--- src/rtl/word_serializer.sv ---
// word_serializer: parallel-to-serial feeder for the serial pattern detector.
// Accepts DATA_W-bit words over valid/ready and emits one bit per cycle on
// ser_out/ser_en, with a registered one-cycle word_done pulse per word.
// Optional feature macro: WORD_SERIALIZER_PREFETCH_EN (one-word prefetch
// register for a bubble-free stream across back-to-back words).
module word_serializer #(
    parameter int unsigned DATA_W    = 8,
    parameter bit          MSB_FIRST = 1'b1,
    parameter int unsigned CNT_W     = $clog2(DATA_W + 1)
) (
    input  logic              clk,
    input  logic              rst,
    input  logic [DATA_W-1:0] in_data,
    input  logic              in_valid,
    output logic              in_ready,
    input  logic              ser_hold,
    output logic              ser_out,
    output logic              ser_en,
    output logic              busy,
    output logic              word_done
);

    typedef enum logic {
        IDLE  = 1'b0,
        SHIFT = 1'b1
    } state_t;

    state_t            state;
    state_t            state_nxt;
    logic [DATA_W-1:0] shreg;
    logic [DATA_W-1:0] shreg_nxt;
    logic [DATA_W-1:0] shreg_shifted;
    logic [CNT_W-1:0]  bit_cnt;
    logic [CNT_W-1:0]  bit_cnt_nxt;
    logic              word_done_nxt;
    logic              accept;
    logic              last_bit;

`ifdef WORD_SERIALIZER_PREFETCH_EN
    logic [DATA_W-1:0] pf_data;
    logic [DATA_W-1:0] pf_data_nxt;
    logic              pf_valid;
    logic              pf_valid_nxt;

    assign in_ready = ~pf_valid;
`else
    assign in_ready = (state == IDLE);
`endif

    assign busy     = (state == SHIFT);
    assign ser_en   = busy & ~ser_hold;
    assign ser_out  = busy & (MSB_FIRST ? shreg[DATA_W-1] : shreg[0]);
    assign accept   = in_valid & in_ready;
    assign last_bit = ser_en & (bit_cnt == CNT_W'(1));

    // Shift toward the output end with zero fill.
    always_comb begin
        if (MSB_FIRST) begin
            shreg_shifted = {shreg[DATA_W-2:0], 1'b0};
        end else begin
            shreg_shifted = {1'b0, shreg[DATA_W-1:1]};
        end
    end

    // State, shift register, counter and done pulse registers.
    always_ff @(posedge clk or negedge rst) begin
        if (!rst) begin
            state     <= IDLE;
            shreg     <= '0;
            bit_cnt   <= '0;
            word_done <= 1'b0;
`ifdef WORD_SERIALIZER_PREFETCH_EN
            pf_data   <= '0;
            pf_valid  <= 1'b0;
`endif
        end else begin
            state     <= state_nxt;
            shreg     <= shreg_nxt;
            bit_cnt   <= bit_cnt_nxt;
            word_done <= word_done_nxt;
`ifdef WORD_SERIALIZER_PREFETCH_EN
            pf_data   <= pf_data_nxt;
            pf_valid  <= pf_valid_nxt;
`endif
        end
    end

    // Next-state and datapath update: load on accept, shift on ser_en, finish on last bit.
    always_comb begin
        state_nxt     = state;
        shreg_nxt     = shreg;
        bit_cnt_nxt   = bit_cnt;
        word_done_nxt = 1'b0;
`ifdef WORD_SERIALIZER_PREFETCH_EN
        pf_data_nxt   = pf_data;
        pf_valid_nxt  = pf_valid;
`endif
        case (state)
            IDLE: begin
                if (accept) begin
                    shreg_nxt   = in_data;
                    bit_cnt_nxt = CNT_W'(DATA_W);
                    state_nxt   = SHIFT;
                end
            end
            SHIFT: begin
                if (ser_en) begin
                    shreg_nxt   = shreg_shifted;
                    bit_cnt_nxt = bit_cnt - CNT_W'(1);
                end
                if (last_bit) begin
                    word_done_nxt = 1'b1;
                    state_nxt     = IDLE;
`ifdef WORD_SERIALIZER_PREFETCH_EN
                    // Chain straight into the next word so the stream has no bubble.
                    if (pf_valid) begin
                        shreg_nxt    = pf_data;
                        bit_cnt_nxt  = CNT_W'(DATA_W);
                        pf_valid_nxt = 1'b0;
                        state_nxt    = SHIFT;
                    end else if (accept) begin
                        shreg_nxt   = in_data;
                        bit_cnt_nxt = CNT_W'(DATA_W);
                        state_nxt   = SHIFT;
                    end
`endif
                end
`ifdef WORD_SERIALIZER_PREFETCH_EN
                else if (accept) begin
                    pf_data_nxt  = in_data;
                    pf_valid_nxt = 1'b1;
                end
`endif
            end
            default: begin
                state_nxt = IDLE;
            end
        endcase
    end

endmodule

--- config.mk ---
export PLATFORM = sky130hd
export DESIGN_NAME = word_serializer
export DESIGN_NICKNAME = d
export VERILOG_FILES = /design/src/rtl/word_serializer.sv
export SDC_FILE = /design/constraint.sdc
export NUM_CORES = 1
export LEC_CHECK = 0
export CORE_UTILIZATION = 43
export DETAILED_ROUTE_END_ITERATION = 10
export PLACE_DENSITY_LB_ADDON = 0.2
export SLEW_MARGIN = 40
export SYNTH_ARGS = -nofsm -noshare
export SYNTH_HDL_FRONTEND = slang
export SYNTH_SLANG_ARGS = --single-unit
--- constraint.sdc ---
create_clock -name clk -period 1.1 [get_ports clk]
set_input_delay 0.165 -clock clk [delete_from_list [all_inputs] [get_ports clk]]
set_output_delay 0.165 -clock clk [all_outputs]
set_load 0.03 [all_outputs]
======== After elaboration in Yosys (flattened, before gate mapping) ========
Cells that the tools add are included.
operators by class
  $add $sub $neg .......................... 1
  $mul .................................... 0
  divide/modulo/power cells ............... 0
  $lt $le $gt $ge ......................... 0
  equal/unequal tests ..................... 3
  shifts and indexed selects .............. 0
  muxes and demuxes ....................... 11
  bitwise gates (word level) .............. 6
  reduce and logical (&&, ||, !) cells .... 1
operators by type and width
  kind                 number
  $mux 8               2
  $pmux 8 s2           1
  $mux 4               2
  $pmux 4 s2           1
  $and 1x1->1          4
  $eq 4x1->1 const B   1
  $mux 1               4
  $sub 4x1->4 const B  1
  $ne 2x1->1 const B   1
  $ne 2x2->1 const B   1
  $not 1->1            2
  $pmux 1 s2           1
  $reduce_and 2->1     1
storage, ports and cells
  bits in registers ....................... 14
  latch bits .............................. 0
  memory bits (writable) .................. 0
  bits in read-only memories .............. 0
  output and inout port bits .............. 5
  word-level logic and storage cells ...... 26
  memories ................................ 0

======== Logic depth before layout (Yosys ltp) ========
Gate-level depths: netlist of the first run.
  word-level depth ........................ 5
  mapped depth ............................ 5
  depth with buffers taken out ............ 5

======== Least setup slack after synthesis of the first run ========
Ideal clock, no wire load.
  path type ............................... register to output
  start point ............................. register state, in the netlist busy
  end point ............................... output ser_out
  arrival time ............................ 1128 ps
  setup slack ............................. -193 ps
  cell stages (with the launch flop) ...... 3
  cells stage by stage .................... dfrtp_1 > buf_2 > and2_1
between the ends
  longest elaborated chain between the ends .. 1
RTL lines
  item                    line  source
  from (decl)             28    state_t state;
  from (signal assigned)  77    state <= state_nxt;
  $and 1x1->1             52    assign ser_out = busy & (MSB_FIRST ? shreg[DATA_W-1] : shreg[0]);
  to (decl)               17    output logic ser_out,
No other way between the ends.

======== Worst setup path after layout of the first run ========
  start point ............................. register state, in the netlist busy
  end point ............................... output ser_en
between the ends
  longest elaborated chain between the ends .. 1
RTL lines
  item         line  source
  $and 1x1->1  51    assign ser_en = busy & ~ser_hold;
  to (decl)    18    output logic ser_en,
No other way between the ends.

==> reports/metrics.yaml, run 1 <==
worst_setup_path:
  end_kind: "output pin"
  arrival_ns: 1.05
  crit_path_max_fanout: 5
  crit_type: "register to output pin"
  cp-start-kind: "register"
  required_ns: 0.94
floorplanning:
  num_rows: 14
  core_area_um2: 1580
  initial_core_util: 0.486
  io_pins: 17
  die_w_um: 44.2
  dieArea_um2: 1950
  die_height_um: 44.2
grt:
  grt_pass1_vias: 651
  grt_start_max_net_pins: 15
  grt_use_total: 0.199
  antenna_found_initial: 0
  overflow: 0
  grt_pass1_wl_mm: 2.81
flow_run:
  cap_violations: 0
layout:
  final_common_cell: "buf_4"
  ff_latch_area_um2: 352
  nNetsFinal: 128
  num-fill-cells: 94
  multiInputGateArea_um2: 457
  syn_to_final_growth_pct: 60.5
  drive_gt1_frac: 0.469
  mostFrequentLayoutCells: "buf_4, dfrtp_1, clkdlybuf4s50_1"
  finalNonFillerCells: 129
  n_antenna_cell: 0
routing:
  post_drt_wl_per_cell_um: 15.2
  first_pass_iters: 6
  vias: 693
  vias_per_cell: 5.37
  drt_iter0_drc: 14
  drc_errors: 0
  ant_nets: 0
  wirelength_mm: 1.96
logic_synthesis:
  netlist_area_um2: 766
  synth_edf_count: 0
  synthCells: 74
  avgSynthCellArea_um2: 10.3
  yosysTopAreaCellShare: 0.458
  yosys_warnings: 0
  synth_seq_cells: 14
  seq_area_frac_synth: 0.458
  syn-num-nets: 88
  yosysTopAreaCell: "dfrtp_1"
  async_flop_share: 1.00
  ys.flop_type: "dfrtp_1"
  synthTopCellsByArea: "dfrtp_1, mux2i_1, a211oi_1, nor2b_1, a21oi_1"
  yosys.cell_types.count: 28
place:
  port_buffers: 16
  placed_cells: 114
  dpl.hpwl_mm: 1.11
  gp_congestion: 0.780
timing:
  setup_ws_ns: -0.111
  period_share: 1.10
  setup_viol: 9
  hold_violations: 0
  rsz0062_at_grt: "true"
  relSlewSlack: 0.792
  fmaxAchievable_mhz: 826
  tns_ns: -0.558
  worst_pin_slew_ns: 0.311
  drv_slew: 0
  period_needed_ns: 1.21
  fin_skew_ns: 0.00307
clocking:
  cts_buffers: 3
  clkSinkCount: 14
  cts_tree: "built"
  clock_path_buffers: 2
  holdBufCountCts: 0
  clkLatencyLatePin_ns: 0.28
  h-tree-depth: 1
  clockRootBuffer: "clkbuf_4"
  clk_pin_slew_ns: 0.10
pwr:
  p_leak_uw: 0.000553
  p_total_uw: 2670
  ir_drop_uv: 1190
  power.density_nw_per_um2: 2170
run_status:
  violations: "negative setup slack"
  outcome: "finished, violations left"
min_path:
  hold_class: "primary input to asynchronous set/reset pin"
layer usage:
layer | share of wire | track usage | up-vias
met4 | 0.0092 | 0.0909 | 0
met5 | 0 | 0 | -
li1 | - | - | 344
met1 | 0.49 | 0.251 | 334
met3 | 0.023 | 0.0245 | 2
met2 | 0.48 | 0.338 | 13
cell families after synthesis:
logic type / Yosys count / synth area share
mux: 7 / 0.0915
xor+xnor: 1 / 0.0114
flops: 14 / 0.458
fa+ha+maj: 2 / 0.0327
compound gates: 22 / 0.198
buf+inv: 9 / 0.0653
simple gates: 19 / 0.144
final cells by class:
class	instances	share of cell area
multi-input cells	51	0.372
flip-flops and latches	14	0.286
repair buffers	39	0.279
clock buffers	4	0.0295
inverters	5	0.0173
well taps	16	0.0163
path summary, 6_finish.rpt:
| kind | depth (start not counted) | to | from | slack (ns) |
|---|---|---|---|---|
| hold / removal | 2 | bit_cnt[2]$_DFFE_PN0P_ | rst | 0.19 |
| setup reg to reg | 5 | bit_cnt[1]$_DFFE_PN0P_ | bit_cnt[0]$_DFFE_PN0P_ | -0.09 |
| setup / recovery | 2 | ser_en | busy$_DFF_PN0_ | -0.11 |
| min in group clk | 3 | shreg[5]$_DFFE_PN0P_ | in_data[5] | 0.52 |
| hold reg to reg | 2 | shreg[5]$_DFFE_PN0P_ | shreg[5]$_DFFE_PN0P_ | 0.55 |
| max in group asynchronous | 2 | busy$_DFF_PN0_ | rst | 0.72 |
state kept, by name, indices dropped and copies added, names as in the netlist:
| signal | count |
|---|---|
| word_done | 1 |
| busy | 1 |
| shreg | 8 |
| bit_cnt | 4 |
power by group:
| part | switching [µW] | leakage, µW | internal [µW] |
|---|---|---|---|
| clock | 187 | 0.0000210 | 201 |
| sequential | 174 | 0.000172 | 722 |
| combinational | 632 | 0.000359 | 756 |
synthesized netlist by cell type (all sizes together) (2+ instances only):
cell type	n
buf	4
inv	5
o21ai	2
ha	2
mux2i	7
a21oi	8
nor2	4
nor2b	8
a211oi	7
dfrtp	14
stage by stage:
step	area (µm²)	hold slack [ns]	setup WS [ns]	utilization
2_1_floorplan	774	-0.131	-0.00220	-
3_3_place_gp	1000	0.495	-0.203	0.635
3_5_place_dp	1000	0.501	-0.220	0.635
4_1_cts	1140	0.188	-0.113	0.721
5_1_grt	1230	0.217	-0.135	0.779
6_report	1230	0.187	-0.111	0.779
timing repair:
item	CTS	global route
buffers inserted	5	7
gates resized for setup	15	8
pin swaps	2	5
endpoints found under the setup margin	5	15
gates cloned	0	0
worst max-delay path: stages (launching register included):
cell and delay (ns):
dfrtp_2 0.45, and2b_4 0.18, buf_6 0.13
No activity file was read; power rests on OpenSTA's default activity.
==> run 2: changes to the inputs <==
--- a/config.mk
+++ b/config.mk
@@ -5,6 +5,7 @@
 export SDC_FILE = /design/constraint.sdc
 export NUM_CORES = 1
 export LEC_CHECK = 0
+export ABC_CLOCK_PERIOD_IN_PS = 1100
 export CORE_UTILIZATION = 43
 export DETAILED_ROUTE_END_ITERATION = 10
 export PLACE_DENSITY_LB_ADDON = 0.2
==> results of run 2 <==
The final DEF is identical to that of run 1; final timing and power are the same.
